--- config.mk ---
export PLATFORM = sky130hd
export DESIGN_NAME = datapath_mc
export DESIGN_NICKNAME = d
export VERILOG_FILES = /design/src/rtl/datapath_mc.sv
export SDC_FILE = /design/constraint.sdc
export NUM_CORES = 1
export LEC_CHECK = 0
export BUFFER_PORTS_ARGS = -buffer_cell sky130_fd_sc_hd__buf_4
export CAP_MARGIN = 15
export CORE_MARGIN = 10
export CORE_UTILIZATION = 56
export DETAILED_ROUTE_END_ITERATION = 6
export PLACE_DENSITY = 0.77
export SLEW_MARGIN = 20
export SYNTH_ARGS = -nofsm -noshare
export SYNTH_HDL_FRONTEND = slang
export SYNTH_SLANG_ARGS = --single-unit
--- constraint.sdc ---
create_clock -name clk -period 4.6 [get_ports clk]
set_clock_uncertainty 0.05 [all_clocks]
set_input_delay 0 -clock clk [delete_from_list [all_inputs] [get_ports clk]]
set_output_delay 0 -clock clk [all_outputs]
set_load 0.05 [all_outputs]
--- src/rtl/datapath_mc.sv ---
// Multicycle 8-register datapath: FETCH -> DECODE -> EXEC -> [MEM] -> WB, with a single
// shared memory port that stalls on waitrequest.
module datapath_mc #(
    parameter int          DATA_W   = 16,
    parameter int unsigned RESET_PC = 0
) (
    input  logic              clk,
    input  logic              reset,
    output logic [DATA_W-1:0] o_mem_addr,
    output logic              o_mem_rd,
    input  logic [DATA_W-1:0] i_mem_rddata,
    output logic              o_mem_wr,
    output logic [DATA_W-1:0] o_mem_wrdata,
    input  logic              i_mem_waitrequest,
    output logic [DATA_W-1:0] o_pc,
    output logic              o_N,
    output logic              o_Z,
    output logic              o_instr_done
);

    typedef enum logic [2:0] {
        S_FETCH, S_DECODE, S_EXEC, S_MEM, S_WB
    } state_t;

    localparam logic [4:0] OP_MV    = 5'b00000;
    localparam logic [4:0] OP_ADD   = 5'b00001;
    localparam logic [4:0] OP_SUB   = 5'b00010;
    localparam logic [4:0] OP_CMP   = 5'b00011;
    localparam logic [4:0] OP_LD    = 5'b00100;
    localparam logic [4:0] OP_ST    = 5'b00101;
    localparam logic [4:0] OP_JR    = 5'b01000;
    localparam logic [4:0] OP_JZR   = 5'b01001;
    localparam logic [4:0] OP_JNR   = 5'b01010;
    localparam logic [4:0] OP_CALLR = 5'b01100;
    localparam logic [4:0] OP_MVI   = 5'b10000;
    localparam logic [4:0] OP_ADDI  = 5'b10001;
    localparam logic [4:0] OP_SUBI  = 5'b10010;
    localparam logic [4:0] OP_CMPI  = 5'b10011;
    localparam logic [4:0] OP_MVHI  = 5'b10110;
    localparam logic [4:0] OP_J     = 5'b11000;
    localparam logic [4:0] OP_JZ    = 5'b11001;
    localparam logic [4:0] OP_JN    = 5'b11010;
    localparam logic [4:0] OP_CALL  = 5'b11100;

    localparam logic [DATA_W-1:0] PC_RST = DATA_W'(RESET_PC);

    function automatic logic signed [DATA_W-1:0] sext8(input logic [7:0] v);
        return {{(DATA_W-8){v[7]}}, v};
    endfunction

    function automatic logic signed [DATA_W-1:0] sext11(input logic [10:0] v);
        return {{(DATA_W-11){v[10]}}, v};
    endfunction

    state_t             state_q, state_d;
    logic [15:0]        ir_q;
    logic [DATA_W-1:0]  pc_q;
    logic [DATA_W-1:0]  rf_q [8];
    logic               n_q, z_q;
    logic               wb_en_q;
    logic [2:0]         wb_idx_q;
    logic [DATA_W-1:0]  a_q, b_q, res_q;

    logic [4:0]                opcode;
    logic [2:0]                rx, ry;
    logic signed [DATA_W-1:0]  imm8_sx, imm11_sx;
    logic                      is_ld;

    assign opcode   = ir_q[4:0];
    assign rx       = ir_q[7:5];
    assign ry       = ir_q[10:8];
    assign imm8_sx  = sext8(ir_q[15:8]);
    assign imm11_sx = sext11(ir_q[15:5]);
    assign is_ld    = (opcode == OP_LD);

    logic [DATA_W-1:0] exe_res, exe_target;
    logic [2:0]        exe_idx;
    logic              exe_wb, exe_flags, exe_jump, exe_mem;

    // EXEC-stage decode: result, flag update, writeback and branch resolution
    always_comb begin
        exe_res    = b_q;
        exe_idx    = rx;
        exe_wb     = 1'b0;
        exe_flags  = 1'b0;
        exe_jump   = 1'b0;
        exe_mem    = 1'b0;
        exe_target = a_q;
        case (opcode)
            OP_MV:   begin exe_res = b_q;           exe_wb = 1'b1; end
            OP_ADD:  begin exe_res = a_q + b_q;     exe_wb = 1'b1; exe_flags = 1'b1; end
            OP_SUB:  begin exe_res = a_q - b_q;     exe_wb = 1'b1; exe_flags = 1'b1; end
            OP_CMP:  begin exe_res = a_q - b_q;     exe_flags = 1'b1; end
            OP_LD:   begin exe_mem = 1'b1;          exe_wb = 1'b1; end
            OP_ST:   exe_mem = 1'b1;
            OP_MVI:  begin exe_res = imm8_sx;       exe_wb = 1'b1; end
            OP_ADDI: begin exe_res = a_q + imm8_sx; exe_wb = 1'b1; exe_flags = 1'b1; end
            OP_SUBI: begin exe_res = a_q - imm8_sx; exe_wb = 1'b1; exe_flags = 1'b1; end
            OP_CMPI: begin exe_res = a_q - imm8_sx; exe_flags = 1'b1; end
            OP_MVHI: begin
                exe_res        = a_q;
                exe_res[15:8]  = ir_q[15:8];
                exe_wb         = 1'b1;
            end
            OP_JR:    exe_jump = 1'b1;
            OP_JZR:   exe_jump = z_q;
            OP_JNR:   exe_jump = n_q;
            OP_CALLR: begin
                exe_jump = 1'b1;
                exe_res  = pc_q;
                exe_idx  = 3'd7;
                exe_wb   = 1'b1;
            end
            OP_J:  begin exe_jump = 1'b1; exe_target = pc_q + (imm11_sx <<< 1); end
            OP_JZ: begin exe_jump = z_q;  exe_target = pc_q + (imm11_sx <<< 1); end
            OP_JN: begin exe_jump = n_q;  exe_target = pc_q + (imm11_sx <<< 1); end
            OP_CALL: begin
                exe_jump   = 1'b1;
                exe_target = pc_q + (imm11_sx <<< 1);
                exe_res    = pc_q;
                exe_idx    = 3'd7;
                exe_wb     = 1'b1;
            end
            default: ;
        endcase
    end

    // Memory outputs are masked by reset so an access cannot be issued while reset is held
    always_comb begin
        state_d      = state_q;
        o_mem_rd     = 1'b0;
        o_mem_wr     = 1'b0;
        o_mem_addr   = pc_q;
        o_instr_done = 1'b0;
        case (state_q)
            S_FETCH: begin
                o_mem_rd = ~reset;
                if (!i_mem_waitrequest) state_d = S_DECODE;
            end
            S_DECODE: state_d = S_EXEC;
            S_EXEC:   state_d = exe_mem ? S_MEM : S_WB;
            S_MEM: begin
                o_mem_addr = b_q;
                o_mem_rd   = is_ld & ~reset;
                o_mem_wr   = ~is_ld & ~reset;
                if (!i_mem_waitrequest) state_d = S_WB;
            end
            S_WB: begin
                o_instr_done = ~reset;
                state_d      = S_FETCH;
            end
            default: state_d = S_FETCH;
        endcase
    end

    always_ff @(posedge clk) begin
        if (reset) begin
            state_q <= S_FETCH;
            pc_q    <= PC_RST;
            ir_q    <= '0;
            n_q     <= 1'b0;
            z_q     <= 1'b0;
            wb_en_q <= 1'b0;
            for (int i = 0; i < 8; i++) rf_q[i] <= '0;
        end else begin
            state_q <= state_d;
            if (state_q == S_FETCH && !i_mem_waitrequest) ir_q <= i_mem_rddata[15:0];
            if (state_q == S_DECODE) pc_q <= pc_q + DATA_W'(2);
            if (state_q == S_EXEC) begin
                if (exe_jump) pc_q <= exe_target;
                if (exe_flags) begin
                    n_q <= exe_res[DATA_W-1];
                    z_q <= (exe_res == '0);
                end
                wb_en_q <= exe_wb;
            end
            if (state_q == S_WB && wb_en_q) rf_q[wb_idx_q] <= res_q;
        end
    end

    // Operand and result registers carry data only and need no reset
    always_ff @(posedge clk) begin
        if (state_q == S_DECODE) begin
            a_q <= rf_q[rx];
            b_q <= rf_q[ry];
        end
        if (state_q == S_EXEC) begin
            res_q    <= exe_res;
            wb_idx_q <= exe_idx;
        end
        if (state_q == S_MEM && is_ld && !i_mem_waitrequest) res_q <= i_mem_rddata;
    end

    assign o_pc         = pc_q;
    assign o_N          = n_q;
    assign o_Z          = z_q;
    assign o_mem_wrdata = a_q;

endmodule

==> flow_summary_export.csv <==
group,metric,value,unit
route,routed_via_density,6.46,
critical_path,setup.worst_path.end_class,"flip-flop",
placement,instance_area_at_placement,14300,sq um
floorplan,floorplan.die_area,30100,sq um
min_path,hold_class,"in -> reg",
yosys,synth_enable_flop_cells,179,
critical_path,cp.arrival,4.89,ns
critical_path,critPathRequiredTime,4.98,ns
route,routed_wirelength,40.6,mm
global_routing,grt-ovfl-total,0,
placement,dp.final_hpwl,26.4,mm
sta,slew_violations,0,
clock_tree,cts-buffers-inserted,23,
finish,final_nets,1328,
clock_tree,worst_setup_hold_path_clk_slew,0.07,ns
clock_tree,cts_buffer_depth,3,
yosys,syn_area_per_cell,11.5,sq um
global_routing,pin_count_of_the_biggest_net_entering_global_routing,49,
yosys,yosys.area_share.xor_xnor,2.06,%
sta,period_minus_slack,4.51,ns
yosys,syn-cell-area,13200,sq um
yosys,synth-adder-area-share,3.53,%
run,drv_cap,0,
pwr,vdd_ir_drop_max,0.215,mV
min_path,hold_depth,4,
floorplan,die_w,173,um
yosys,ys_types,68,
finish,post-route-cell-area,15500,sq um
sta,timing.final.crit_share,98.0,%
floorplan,floorplan.initialDensity,56.5,%
global_routing,grt_first_pass_wirelength,61.8,mm
yosys,yosys_warnings,0,
route,route.detailed.drc,0,
clock_tree,clkLatencyLatePin,0.52,ns
clock_tree,cts_tree,"done",
yosys,ys_async_sr_fraction,0,%
sta,hold_viol_final,0,
route,drt_pass1_iterations,5,
finish,area.growth.synth_to_final,17.9,%
sta,unrepaired_setup_endpoints_after_global_routing,"true",
clock_tree,h_tree_levels,1,
sta,maxClockFrequency,222,MHz
outcome,outcome,"finished, final reports clean",
yosys,yosys_register_bits,217,
global_routing,gr-usage-all-layers,26.2,%
route,dr_total_vias,10400,
yosys,synth-simple-area-share,17.8,%
route,drt.antenna.violating_nets,0,
yosys,synth.yosys.seq_area_share,46.5,%
critical_path,ff2ff_path_depth,18,
pwr,power_density,340,nW/um^2
global_routing,number_of_antenna_violations_at_the_first_check_in_global_routing,1,
route,drt_first_iter_violations,1210,
finish,drive_gt1_share,24.8,%
yosys,combinational_family_with_the_most_area_after_synthesis,"simple AND/OR/NAND/NOR gates",
yosys,yosys-mux-area-fraction,16.2,%
critical_path,timing.critical_path.fanout_max,3,
placement,gp_congestion,0.954,
floorplan,core-area,23300,sq um
clock_tree,clkSinkCount,217,
placement,port_buffers,71,
pwr,totalPowerFinal,0.00529,W
finish,diodes,0,
yosys,synth_compound_area_share,11.3,%
floorplan,fp.dieH,173,um
sta,timing.max_slew.rel_slack,34.8,%
floorplan,design.portCount,72,
sta,worst_slew_pin_slew,0.976,ns
critical_path,cp-start-kind,"flip-flop",
pwr,pleak,5.86,nW
global_routing,number_of_global_route_vias_before_repair,10400,
yosys,syn-num-nets,1206,
critical_path,path_class,"reg -> reg",
clock_tree,ctsRootBufferMaster,"clkbuf_16",
sta,setup_viol,0,
yosys,synth_ff_type,"edfxtp_1",
yosys,synth_cells,1151,
route,route.detailed.wl_per_inst,25.3,um
floorplan,core.rowCount,56,
## critical path, stage by stage (launching register included)
cell and delay [ns]:
edfxtp_1 0.42, inv_2 0.10, ha_4 0.13, or3b_4 0.38
or3_4 0.35, or3_4 0.35, or3_4 0.34, or3_4 0.36
nor3_4 0.15, xnor2_2 0.09, a221oi_2 0.23, ha_1 0.29
mux2i_1 0.16, o21ai_1 0.10, a211oi_2 0.20, nor2_1 0.09
nor4_2 0.29, nand4_1 0.14, o41ai_2 0.21
## final timing paths
| path | startpoint | to | slack (ns) |
|---|---|---|---|
| setup / recovery | b_q[1]$_DFFE_PP_ | o_Z$_SDFFE_PP0P_ | 0.09 |
| hold / removal | i_mem_rddata[2] | res_q[2]$_DFFE_PP_ | 0.31 |
| setup reg to reg | b_q[1]$_DFFE_PP_ | o_Z$_SDFFE_PP0P_ | 0.09 |
| hold reg to reg | wb_en_q$_SDFFE_PP0P_ | wb_en_q$_SDFFE_PP0P_ | 0.48 |
## final cells by class
type,count,area (sq um)
clock buffers,26,587
clock inverters,16,184
fillers,1730,7780
inverters,27,101
multi-input cells,842,6820
flip-flops and latches,217,6140
well taps,319,399
repair buffers,162,1320
## timing repair
item / CTS / global route
setup endpoints to repair: 1 / 4
hold buffers: 42 / 0
resized for setup: 1 / 15
endpoints found under the hold margin: 45 / 0
pin swaps: 0 / 2
buffers inserted: 0 / 2
## routing by layer
metal,vias to the layer above,share of wire [%],track usage (%)
met4,2,3.1,9.52
met3,104,9.5,4.01
met2,614,50,45.4
met5,-,0.032,0
met1,5055,37,32.4
li1,4625,-,-
## power by group
group / switching, W / internal (W) / total [W]
registers: 0.000102 / 0.00223 / 0.00233
logic: 0.000598 / 0.000433 / 0.00103
clock network: 0.000788 / 0.00114 / 0.00193
## layout by cell type, fill, tap and decap left out, drive strengths merged, types with 6 or more instances in the layout
cell type and instances:
edfxtp 179, and2 132, buf 120, nand2 79, nor2 72, a21oi 66
mux4 64, mux2 54, o21ai 43, dlygate4sd3 42, dfxtp 38, ha 34
inv 28, clkbuf 26, a211oi 23, xnor2 20, or2 19, a221oi 19
nor3 17, or3 17, nand2b 13, nand3 13, nor3b 12, xor2 11
and3 9, nor4 9, clkinv 9, mux2i 8, o31ai 8, nand4 7
o21a 7, o22ai 7, nor2b 6, nand3b 6, a211o 6
## sequential cells by signal (all words and copies together) (netlist names)
name,count
state_q,3
o_pc,16
o_mem_wrdata,16
rf_q,128
o_N,1
b_q,16
o_Z,1
wb_idx_q,3
wb_en_q,1
res_q,16
ir_q,16
## metrics by stage
step	hold WS, ns	setup slack (ns)	TNS (ns)	instances	util (%)
after floorplan	0.0860	0.0507	0	1151	-
after global routing	0.325	-0.111	-0.159	1609	66.6
after detailed placement	0.224	-0.0427	-0.0427	1523	61.1
after global placement	0.214	0.0218	0	1523	61.1
after CTS	0.255	0.0139	0	1607	66.2
final	0.307	0.0902	0	1609	66.6
## cell usage after synthesis (18+ instances only)
cell	count	share of area [%]
nand2_1	79	2.2
a21oi_1	66	2.5
mux2_2	54	4.6
ha_1	34	3.2
a211oi_1	23	1.3
and2_1	132	6.3
a221oi_1	18	1.2
clkbuf_1	55	1.6
mux4_2	64	11
or2_2	19	0.90
edfxtp_1	179	41
inv_1	27	0.77
o21ai_0	42	1.6
xnor2_1	20	1.3
dfxtp_1	38	5.8
nor2_1	72	2.1
## cell families (layout without fill, tap and decap cells)
kind of cell	count (synthesis)	in the layout
AO/OA/AOI/OAI	224	224
AND/OR/NAND/NOR	425	425
flip-flops	217	217
XOR/XNOR	31	31
adder cells (fa/ha/maj)	36	36
buffers and inverters	92	231
multiplexers	126	126
Note: power is estimated with default switching activity, not from simulation.
